File: src/rtl/seg7_pkg.sv
// Shared constants and helpers for the seg7 scan multiplexer.
// Segment patterns are active-high {g,f,e,d,c,b,a}.
package seg7_pkg;

   localparam logic [6:0] SEG_OFF = 7'h00;

   // Entry n is the active-high pattern for hex code n.
   localparam logic [15:0][6:0] SEG_HEX = {
      7'b1110001, 7'b1111001, 7'b1011110, 7'b0111001,
      7'b1111100, 7'b1110111, 7'b1101111, 7'b1111111,
      7'b0000111, 7'b1111101, 7'b1101101, 7'b1100110,
      7'b1001111, 7'b1011011, 7'b0000110, 7'b0111111
   };

   function automatic logic [6:0] seg_pol(
      input logic [6:0] v,
      input logic       act_low
   );
      return act_low ? ~v : v;
   endfunction

endpackage

File: src/rtl/seg7_hex_decode.sv
// Combinational hex code to active-high 7-segment pattern.
module seg7_hex_decode
   import seg7_pkg::*;
(
   input  logic [3:0] code_i,
   output logic [6:0] seg_o
);

   assign seg_o = SEG_HEX[code_i];

endmodule

File: src/rtl/seg7_scan_mux.sv
// Time-multiplexed 7-segment driver with tear-free frame loading,
// PWM brightness, leading-zero suppression and selectable polarity.
module seg7_scan_mux
   import seg7_pkg::*;
#(
   parameter int NUM_DIGITS  = 8,
   parameter int CLK_DIV     = 100,
   parameter bit SEG_ACT_LOW = 1'b1,
   parameter bit DIG_ACT_LOW = 1'b1,
   parameter int DUTY_W      = $clog2(CLK_DIV + 1)
) (
   input  logic                    clk,
   input  logic                    rst_n,
   input  logic                    load_valid,
   output logic                    load_ready,
   input  logic [4*NUM_DIGITS-1:0] load_digits,
   input  logic [NUM_DIGITS-1:0]   load_dp,
   input  logic [NUM_DIGITS-1:0]   load_blank,
   input  logic                    lz_en,
   input  logic [DUTY_W-1:0]       duty,
   output logic [6:0]              seg,
   output logic                    dp,
   output logic [NUM_DIGITS-1:0]   an,
   output logic                    frame_done
);

   localparam int N  = NUM_DIGITS;
   localparam int CW = $clog2(CLK_DIV);
   localparam int IW = $clog2(NUM_DIGITS);
   localparam logic [CW-1:0] CNT_LAST = CW'(CLK_DIV - 1);
   localparam logic [IW-1:0] IDX_LAST = IW'(NUM_DIGITS - 1);
   localparam logic [N-1:0]  AN_ONE   = {{(N-1){1'b0}}, 1'b1};
   localparam logic [6:0]    SEG_IDLE = seg_pol(SEG_OFF, SEG_ACT_LOW);
   localparam logic [N-1:0]  AN_IDLE  = {N{DIG_ACT_LOW}};

   logic [CW-1:0]  cnt_q, cnt_d;
   logic [IW-1:0]  idx_q, idx_d;
   logic [4*N-1:0] pend_dig_q, act_dig_q;
   logic [N-1:0]   pend_dp_q, act_dp_q;
   logic [N-1:0]   pend_blank_q, act_blank_q;
   logic           pend_full_q;
   logic           frame_done_q;
   logic [6:0]     seg_q, seg_d;
   logic           dp_q, dp_d;
   logic [N-1:0]   an_q, an_d;

   logic           tick, wrap, accept;
   logic [N-1:0]   dark;
   logic [3:0]     cur_code;
   logic [6:0]     cur_seg;
   logic           cur_dark, lit;

   assign tick   = (cnt_q == CNT_LAST);
   assign wrap   = tick && (idx_q == IDX_LAST);
   assign accept = load_valid && !pend_full_q;

   assign cnt_d = tick ? '0 : cnt_q + 1'b1;
   assign idx_d = !tick ? idx_q : (wrap ? '0 : idx_q + 1'b1);

   // A digit is suppressed when it and every digit above it are zero
   // with no dp lit; shifting leaves only that upper run to test.
   always_comb begin
      dark = act_blank_q;
      for (int i = 1; i < N; i++) begin
         dark[i] = act_blank_q[i] |
                   (lz_en &&
                    ((act_dig_q >> (4 * i)) == '0) &&
                    ((act_dp_q >> i) == '0));
      end
   end

   assign cur_code = act_dig_q[{idx_q, 2'b00} +: 4];
   assign cur_dark = dark[idx_q];
   assign lit      = !cur_dark && (DUTY_W'(cnt_q) < duty);

   seg7_hex_decode u_dec (
      .code_i (cur_code),
      .seg_o  (cur_seg)
   );

   always_comb begin
      seg_d = seg_pol(cur_dark ? SEG_OFF : cur_seg, SEG_ACT_LOW);
      dp_d  = (!cur_dark && act_dp_q[idx_q]) ^ SEG_ACT_LOW;
      an_d  = (lit ? (AN_ONE << idx_q) : '0) ^ AN_IDLE;
   end

   always_ff @(posedge clk) begin
      if (!rst_n) begin
         cnt_q        <= '0;
         idx_q        <= '0;
         pend_dig_q   <= '0;
         pend_dp_q    <= '0;
         pend_blank_q <= '1;
         pend_full_q  <= 1'b0;
         act_dig_q    <= '0;
         act_dp_q     <= '0;
         act_blank_q  <= '1;
         frame_done_q <= 1'b0;
         seg_q        <= SEG_IDLE;
         dp_q         <= SEG_ACT_LOW;
         an_q         <= AN_IDLE;
      end else begin
         cnt_q        <= cnt_d;
         idx_q        <= idx_d;
         frame_done_q <= wrap;
         seg_q        <= seg_d;
         dp_q         <= dp_d;
         an_q         <= an_d;
         if (accept) begin
            pend_dig_q   <= load_digits;
            pend_dp_q    <= load_dp;
            pend_blank_q <= load_blank;
            pend_full_q  <= 1'b1;
         end else if (wrap && pend_full_q) begin
            act_dig_q   <= pend_dig_q;
            act_dp_q    <= pend_dp_q;
            act_blank_q <= pend_blank_q;
            pend_full_q <= 1'b0;
         end
      end
   end

   assign load_ready = !pend_full_q;
   assign frame_done = frame_done_q;
   assign seg        = seg_q;
   assign dp         = dp_q;
   assign an         = an_q;

endmodule
File: config.mk
export PLATFORM = sky130hd
export DESIGN_NAME = seg7_scan_mux
export DESIGN_NICKNAME = d
export VERILOG_FILES = /design/src/rtl/seg7_pkg.sv /design/src/rtl/seg7_hex_decode.sv /design/src/rtl/seg7_scan_mux.sv
export SDC_FILE = /design/constraint.sdc
export NUM_CORES = 1
export LEC_CHECK = 0
export ABC_CLOCK_PERIOD_IN_PS = 5800
export CAP_MARGIN = 20
export CORE_MARGIN = 2
export CORE_UTILIZATION = 35
export CTS_CLUSTER_DIAMETER = 60
export CTS_CLUSTER_SIZE = 40
export DETAILED_ROUTE_END_ITERATION = 7
export SLEW_MARGIN = 15
export SYNTH_ARGS = -nofsm -noshare
export SYNTH_HDL_FRONTEND = slang
export SYNTH_SLANG_ARGS = --single-unit
File: constraint.sdc
create_clock -name clk -period 5.8 [get_ports clk]
set_input_delay 1.16 -clock clk [delete_from_list [all_inputs] [get_ports clk]]
set_output_delay 1.16 -clock clk [all_outputs]
set_load 0.02 [all_outputs]
==> results of run 1 <==
==> layout by cell type (no fill, tap or decap), types with 4 or more instances in the layout <==
cell type,count
sky130_fd_sc_hd__bufinv_16,4
sky130_fd_sc_hd__nand2_1,203
sky130_fd_sc_hd__nand4_1,4
sky130_fd_sc_hd__clkdlybuf4s50_1,76
sky130_fd_sc_hd__o21ai_0,4
sky130_fd_sc_hd__dfxtp_1,124
sky130_fd_sc_hd__clkbuf_16,17
sky130_fd_sc_hd__and3_1,6
sky130_fd_sc_hd__inv_1,13
sky130_fd_sc_hd__mux2i_1,6
sky130_fd_sc_hd__mux4_2,9
sky130_fd_sc_hd__a21oi_1,87
sky130_fd_sc_hd__nand3_1,27
sky130_fd_sc_hd__nor2_1,20
sky130_fd_sc_hd__ha_1,19
sky130_fd_sc_hd__clkbuf_1,4
sky130_fd_sc_hd__clkinv_2,4
sky130_fd_sc_hd__nor3_1,5
sky130_fd_sc_hd__buf_4,5
sky130_fd_sc_hd__o211ai_1,4
==> metal layers <==
layer / up-vias / wire length, um
met5: - / 0
li1: 2207 / -
met2: 101 / 5510
met4: 0 / 166
met1: 2019 / 5490
met3: 15 / 535
==> sequential cells by signal, summed over array words and instances, names as in the netlist <==
name          count
an                8
cnt_q             7
pend_full_q       1
act_blank_q       8
act_dig_q        32
dp                1
idx_q             3
pend_dig_q       32
seg               7
act_dp_q          8
pend_blank_q      8
frame_done        1
pend_dp_q         8
==> worst reg2reg max path: stages, from the launching register on <==
cell and delay [ns]:
sky130_fd_sc_hd__dfxtp_1 0.84, sky130_fd_sc_hd__ha_1 0.31, sky130_fd_sc_hd__ha_1 0.28, sky130_fd_sc_hd__and3_1 0.75
sky130_fd_sc_hd__buf_4 0.41, sky130_fd_sc_hd__nand2_1 0.11, sky130_fd_sc_hd__a21oi_1 0.16
==> area by class of cell <==
type	count	area, um^2	area share, %
Clock buffer	23	468	7.02
Clock inverter	8	140	2.10
Inverter	15	61.3	0.919
Multi-Input combinational cell	441	2490	37.3
Sequential cell	124	2480	37.2
Tap cell	184	230	3.45
Timing Repair Buffer	81	798	12.0
==> stage by stage <==
step / cell area (um^2) / hold slack, ns / util [%]
final: 6670 / 0.451 / 45.9
after global routing: 6670 / 0.474 / 45.9
after CTS: 6670 / 0.454 / 45.9
after detailed placement: 6060 / 0.446 / 41.7
after global placement: 6060 / 0.444 / 41.7
after floorplan: 5220 / 0.421 / -
==> power by group <==
part           leakage, nW  switching, mW  total [mW]  internal [mW]
sequential            1.01         0.0135       0.889          0.875
clock                0.301          0.353        1.09          0.736
combinational         1.25         0.0500       0.107         0.0565
==> worst paths after layout <==
path	start	to	slack, ns	depth (start not counted)
worst min register to register	pend_dig_q[24]$_SDFFE_PN0P_	act_dig_q[24]$_SDFFE_PN0P_	0.45	2
worst max-delay path	rst_n	seg[5]$_SDFF_PN1_	2.78	7
worst max register to register	idx_q[1]$_SDFFE_PN0P_	act_dig_q[4]$_SDFFE_PN0P_	2.85	6
worst min-delay path	pend_dig_q[24]$_SDFFE_PN0P_	act_dig_q[24]$_SDFFE_PN0P_	0.45	2
==> cells by family after synthesis <==
group	Yosys count	share of synthesized area [%]
compound gates	116	12.9
xor+xnor	5	0.839
fa+ha+maj	19	4.55
buf+inv	54	4.96
flops	124	47.5
mux	18	6.18
simple gates	283	23.0
==> impl_metrics.toml, run 1 <==
[global_route]
gr-usage-met1_pct = 19.3
met2_usage_pct = 24.8
grtUsageMet3_pct = 4.21
antenna_found_initial = 0
grt_first_pass_wirelength_um = 19700
global_route.overflow_total = 0
grt_max_degree = 84
grt_busiest_layer = "met2"
grt_pass1_vias = 4186
gr-usage-all-layers_pct = 15.3

[timing]
finalHoldViolCount = 0
worst_slew_margin_rel_pct = 37.2
worst_clock_skew_ns = 0.00656
maximum_clock_frequency_mhz = 331
rsz0062_at_grt = "false"
slew_violations = 0
timing.final.setup_violations = 0
timing_worst_slew_pin_value_ns = 0.941
period_utilisation_layout_pct = 52.1
setup_slack_ns = 2.78
setup_tns_ns = 0
period_minus_slack_ns = 3.02

[power_and_ir_drop]
vdd_drop_max_uv = 178
p_total_mw = 2.08
power.leakage_nw = 2.56
powerDensity_nw_per_um2 = 312

[yosys]
ys_ff_latch = 124
avgSynthCellArea_um2 = 8.44
netlist.top_cell.by_area = "sky130_fd_sc_hd__dfxtp_1"
synth.area.top_cells = "sky130_fd_sc_hd__dfxtp_1, sky130_fd_sc_hd__nand2_1, sky130_fd_sc_hd__a21oi_1, sky130_fd_sc_hd__ha_1, sky130_fd_sc_hd__mux4_2"
synth_top_area_share_pct = 47.5
synthesis.nets = 697
synth_area_um2 = 5220
synth_enable_flop_cells = 0
synthDistinctLibCells = 51
yosys_warnings = 0
count_of_mapped_cells_out_of_synthesis = 619
ys_top_cells_by_count = "sky130_fd_sc_hd__nand2_1, sky130_fd_sc_hd__dfxtp_1, sky130_fd_sc_hd__a21oi_1, sky130_fd_sc_hd__nand3_1, sky130_fd_sc_hd__clkbuf_1"
asyncSetResetFlopFracSynth_pct = 0
ys.flop_type = "sky130_fd_sc_hd__dfxtp_1"
most_frequent_cell_after_synthesis = "sky130_fd_sc_hd__nand2_1"
ys_seq_area_share_pct = 47.5

[floorplanning]
chipWidth_um = 126
coreArea_um2 = 14500
die_area_um2 = 15900
floorplan_row_count = 44
floorplan.initialDensity_pct = 35.9
die_y_um = 126
top_level_ports = 77

[worst_setup_path]
critical_path.cell_chain = "clkdlybuf4s50_1, inv_2, nor2_1, nand2_1, o211a_2, a211oi_4, o221ai_1"
critPathArrivalTime_ns = 3.28
endpoint_required_time_on_the_critical_path_ns = 6.05
timing.critical_path.slowest_cell_delay_ns = 0.95
critPathBufInv = 2
end_kind = "flip-flop"
crit_path_top_delay_cell = "sky130_fd_sc_hd__clkdlybuf4s50_1"
crit_path_max_fanout = 21
path_delay_family = "buffers and inverters"
criticalPathCategory = "in2reg"
critical_path_source_type = "input port"

[cts]
cts-root-buf = "sky130_fd_sc_hd__clkbuf_16"
clock_tree_from_tritoncts = "yes"
max-clock-path-buffers = 2
cts.htree.levels = 4
clk_transition_reported_paths_ns = 0.05
hold_fix_buffer_count_after_cts = 0
cts.sink_count = 124
postCtsSetupBuffers = 0
clock_latency_reported_for_the_late_side_of_the_worst_skew_pair_ns = 0.41
cts_resized = 0
numCtsBuffers = 17

[routing]
drtPass1Iterations = 4
post_route_drc = 0
final_wl_um = 11700
post_drt_antenna_nets = 0
avgRoutedWirePerCell_um = 13.4
num_vias = 4342
detailedRoute.firstIterationViolations = 214
via_per_inst = 4.96

[layout]
antenna_cells_inserted = 0
area.growth.synth_to_final_pct = 27.7
final_layout_size_suffix_gt1_share_pct = 7.51
layout.nets = 758
stdcell_count = 876
fillers = 1454

[status]
status = "finished, final reports clean"

[placement]
place_congestion = 0.816
numPlacedInstances = 845
pre_cts_slack_ns = 2.36
hpwl_um = 8360
count_of_buffers_from_port_buffering = 76

[flow_run]
drv.max_cap_violation_count = 0

[worst_hold_path]
worstHoldPathType = "reg2reg"
Power figures use the tool's default switching activity.
==> inputs of run 2 (changes only) <==
- ABC_CLOCK_PERIOD_IN_PS: 5800 -> 2550
- clock period: 5.8 -> 2.55 ns (I/O delays scaled with it)
==> impl_metrics.toml, run 2 (synthesis results as in run 1) <==
[status]
status = "finished, final reports clean"

[power_and_ir_drop]
power.leakage_nw = 2.60
powerDensity_nw_per_um2 = 689
p_total_mw = 4.65
vdd_drop_max_uv = 393

[layout]
layout.nets = 767
finish.instance_area_um2 = 6740
multi_input_comb_area_um2 = 2490
final_layout_size_suffix_gt1_share_pct = 9.13
utilization_pct = 46.4
area.growth.synth_to_final_pct = 29.1
fillers = 1462
top_regs = "act_dig_q x32, pend_dig_q x32"
final_common_cell = "sky130_fd_sc_hd__nand2_1"
layout.cells.most_common_list = "sky130_fd_sc_hd__nand2_1, sky130_fd_sc_hd__dfxtp_1, sky130_fd_sc_hd__a21oi_1, sky130_fd_sc_hd__clkdlybuf4s50_1, sky130_fd_sc_hd__nand3_1"
register_area_um2 = 2480
antenna_cells_inserted = 0

[cts]
cts.htree.levels = 4
clock_latency_reported_for_the_late_side_of_the_worst_skew_pair_ns = 0.42
max-clock-path-buffers = 2
clk_transition_reported_paths_ns = 0.05
cts.sink_count = 124
numCtsBuffers = 17
cts_resized = 0
clock_tree_from_tritoncts = "yes"
postCtsSetupBuffers = 0
cts-root-buf = "sky130_fd_sc_hd__clkbuf_16"
hold_fix_buffer_count_after_cts = 0

[worst_setup_path]
end_kind = "flip-flop"
critical_path.cell_chain = "buf_4, mux4_2, nand2_1, and2_1, inv_1, ha_1, a22oi_1, o311ai_1"
critical_path_source_type = "flip-flop"
critPathArrivalTime_ns = 2.56
crit_path_top_delay_cell = "sky130_fd_sc_hd__mux4_2"
criticalPathCategory = "reg2reg"
endpoint_required_time_on_the_critical_path_ns = 2.81
crit_path_max_fanout = 7
timing.critical_path.slowest_cell_delay_ns = 0.49
critPathBufInv = 2
path_delay_family = "multiplexers"

[timing]
maximum_clock_frequency_mhz = 434
whs_ns = 0.450
period_utilisation_layout_pct = 90.3
rsz0062_at_grt = "false"
slew_violations = 0
worst_clock_skew_ns = 0.0246
setup_tns_ns = 0
timing.final.setup_violations = 0
worst_slew_margin_rel_pct = 45.0
period_minus_slack_ns = 2.30
finalHoldViolCount = 0
timing_worst_slew_pin_value_ns = 0.826

[global_route]
grt_max_degree = 84
antenna_found_initial = 0
grt_pass1_vias = 4285
global_route.overflow_total = 0
grt_first_pass_wirelength_um = 20100
gr-usage-all-layers_pct = 15.5

[routing]
post_route_drc = 0
post_drt_antenna_nets = 0
final_wl_um = 11900
num_vias = 4334
avgRoutedWirePerCell_um = 13.5
detailedRoute.firstIterationViolations = 233
drtPass1Iterations = 5
via_per_inst = 4.90

[flow_run]
drv.max_cap_violation_count = 0

[floorplanning]
floorplan.initialDensity_pct = 35.9
die_y_um = 126
coreArea_um2 = 14500
chipWidth_um = 126
die_area_um2 = 15900
floorplan_row_count = 44
top_level_ports = 77

[placement]
detailed_place.area_um2 = 6140
place_congestion = 0.899
hpwl_um = 8780
count_of_buffers_from_port_buffering = 76

[worst_hold_path]
worstHoldPathType = "reg2reg"
==> run 2: path summary, 6_finish.rpt <==
kind / endpoint / depth (start not counted) / slack [ns] / from
worst max-delay path: seg[0]$_SDFF_PN1_ / 8 / 0.25 / idx_q[0]$_SDFFE_PN0P_
worst min-delay path: act_dig_q[18]$_SDFFE_PN0P_ / 2 / 0.45 / pend_dig_q[18]$_SDFFE_PN0P_
worst min register to register: act_dig_q[18]$_SDFFE_PN0P_ / 2 / 0.45 / pend_dig_q[18]$_SDFFE_PN0P_
worst max register to register: seg[0]$_SDFF_PN1_ / 8 / 0.25 / idx_q[0]$_SDFFE_PN0P_
==> run 2: worst min-delay path, stage by stage, from the launching register on <==
cell and delay [ns]:
sky130_fd_sc_hd__dfxtp_1 0.30, sky130_fd_sc_hd__nand2_1 0.05, sky130_fd_sc_hd__a21oi_1 0.05
==> run 2: metal layers <==
metal  track usage (%)  part of all wire, %  up-vias
li1                  -                    -     2227
met1              19.3                   46     2010
met2              25.4                   49       89
met3              4.67                  4.0        8
met4              5.37                  1.3        0
met5                 0                    0        -
==> run 2: report_power, final <==
| part | internal, mW | switching [mW] |
|---|---|---|
| sequential | 1.99 | 0.0294 |
| combinational | 0.132 | 0.116 |
| clock | 1.58 | 0.796 |
==> run 2: area by class of cell <==
cell class	count	share of cell area (%)
Timing Repair Buffer	90	13.0
Clock buffer	25	7.65
Clock inverter	6	1.23
Tap cell	184	3.42
Sequential cell	124	36.8
Multi-Input combinational cell	441	36.9
Inverter	15	0.910
==> run 2: through the flow <==
step                      worst slack [ns]  std cells
after floorplan                      0.338        619
after global placement               0.159        854
after detailed placement             0.102        854
after CTS                            0.148        885
after global routing                0.0582        885
final                                0.248        885
==> inputs of run 3 (changes only) <==
--- a/config.mk
+++ b/config.mk
@@ -13,4 +13,5 @@
 export CTS_CLUSTER_SIZE = 40
 export DETAILED_ROUTE_END_ITERATION = 7
+export GPL_ROUTABILITY_DRIVEN = 0
 export SLEW_MARGIN = 15
 export SYNTH_ARGS = -nofsm -noshare
==> constraint.sdc (replaced) <==
create_clock -name clk -period 2.55 [get_ports clk]
set_input_delay 0.51 -clock clk [delete_from_list [all_inputs] [get_ports clk]]
set_output_delay 0.51 -clock clk [all_outputs]
set_load 0.01 [all_outputs]
==> results of run 3 <==
The final DEF is identical to that of run 2. Status: finished, final reports clean.
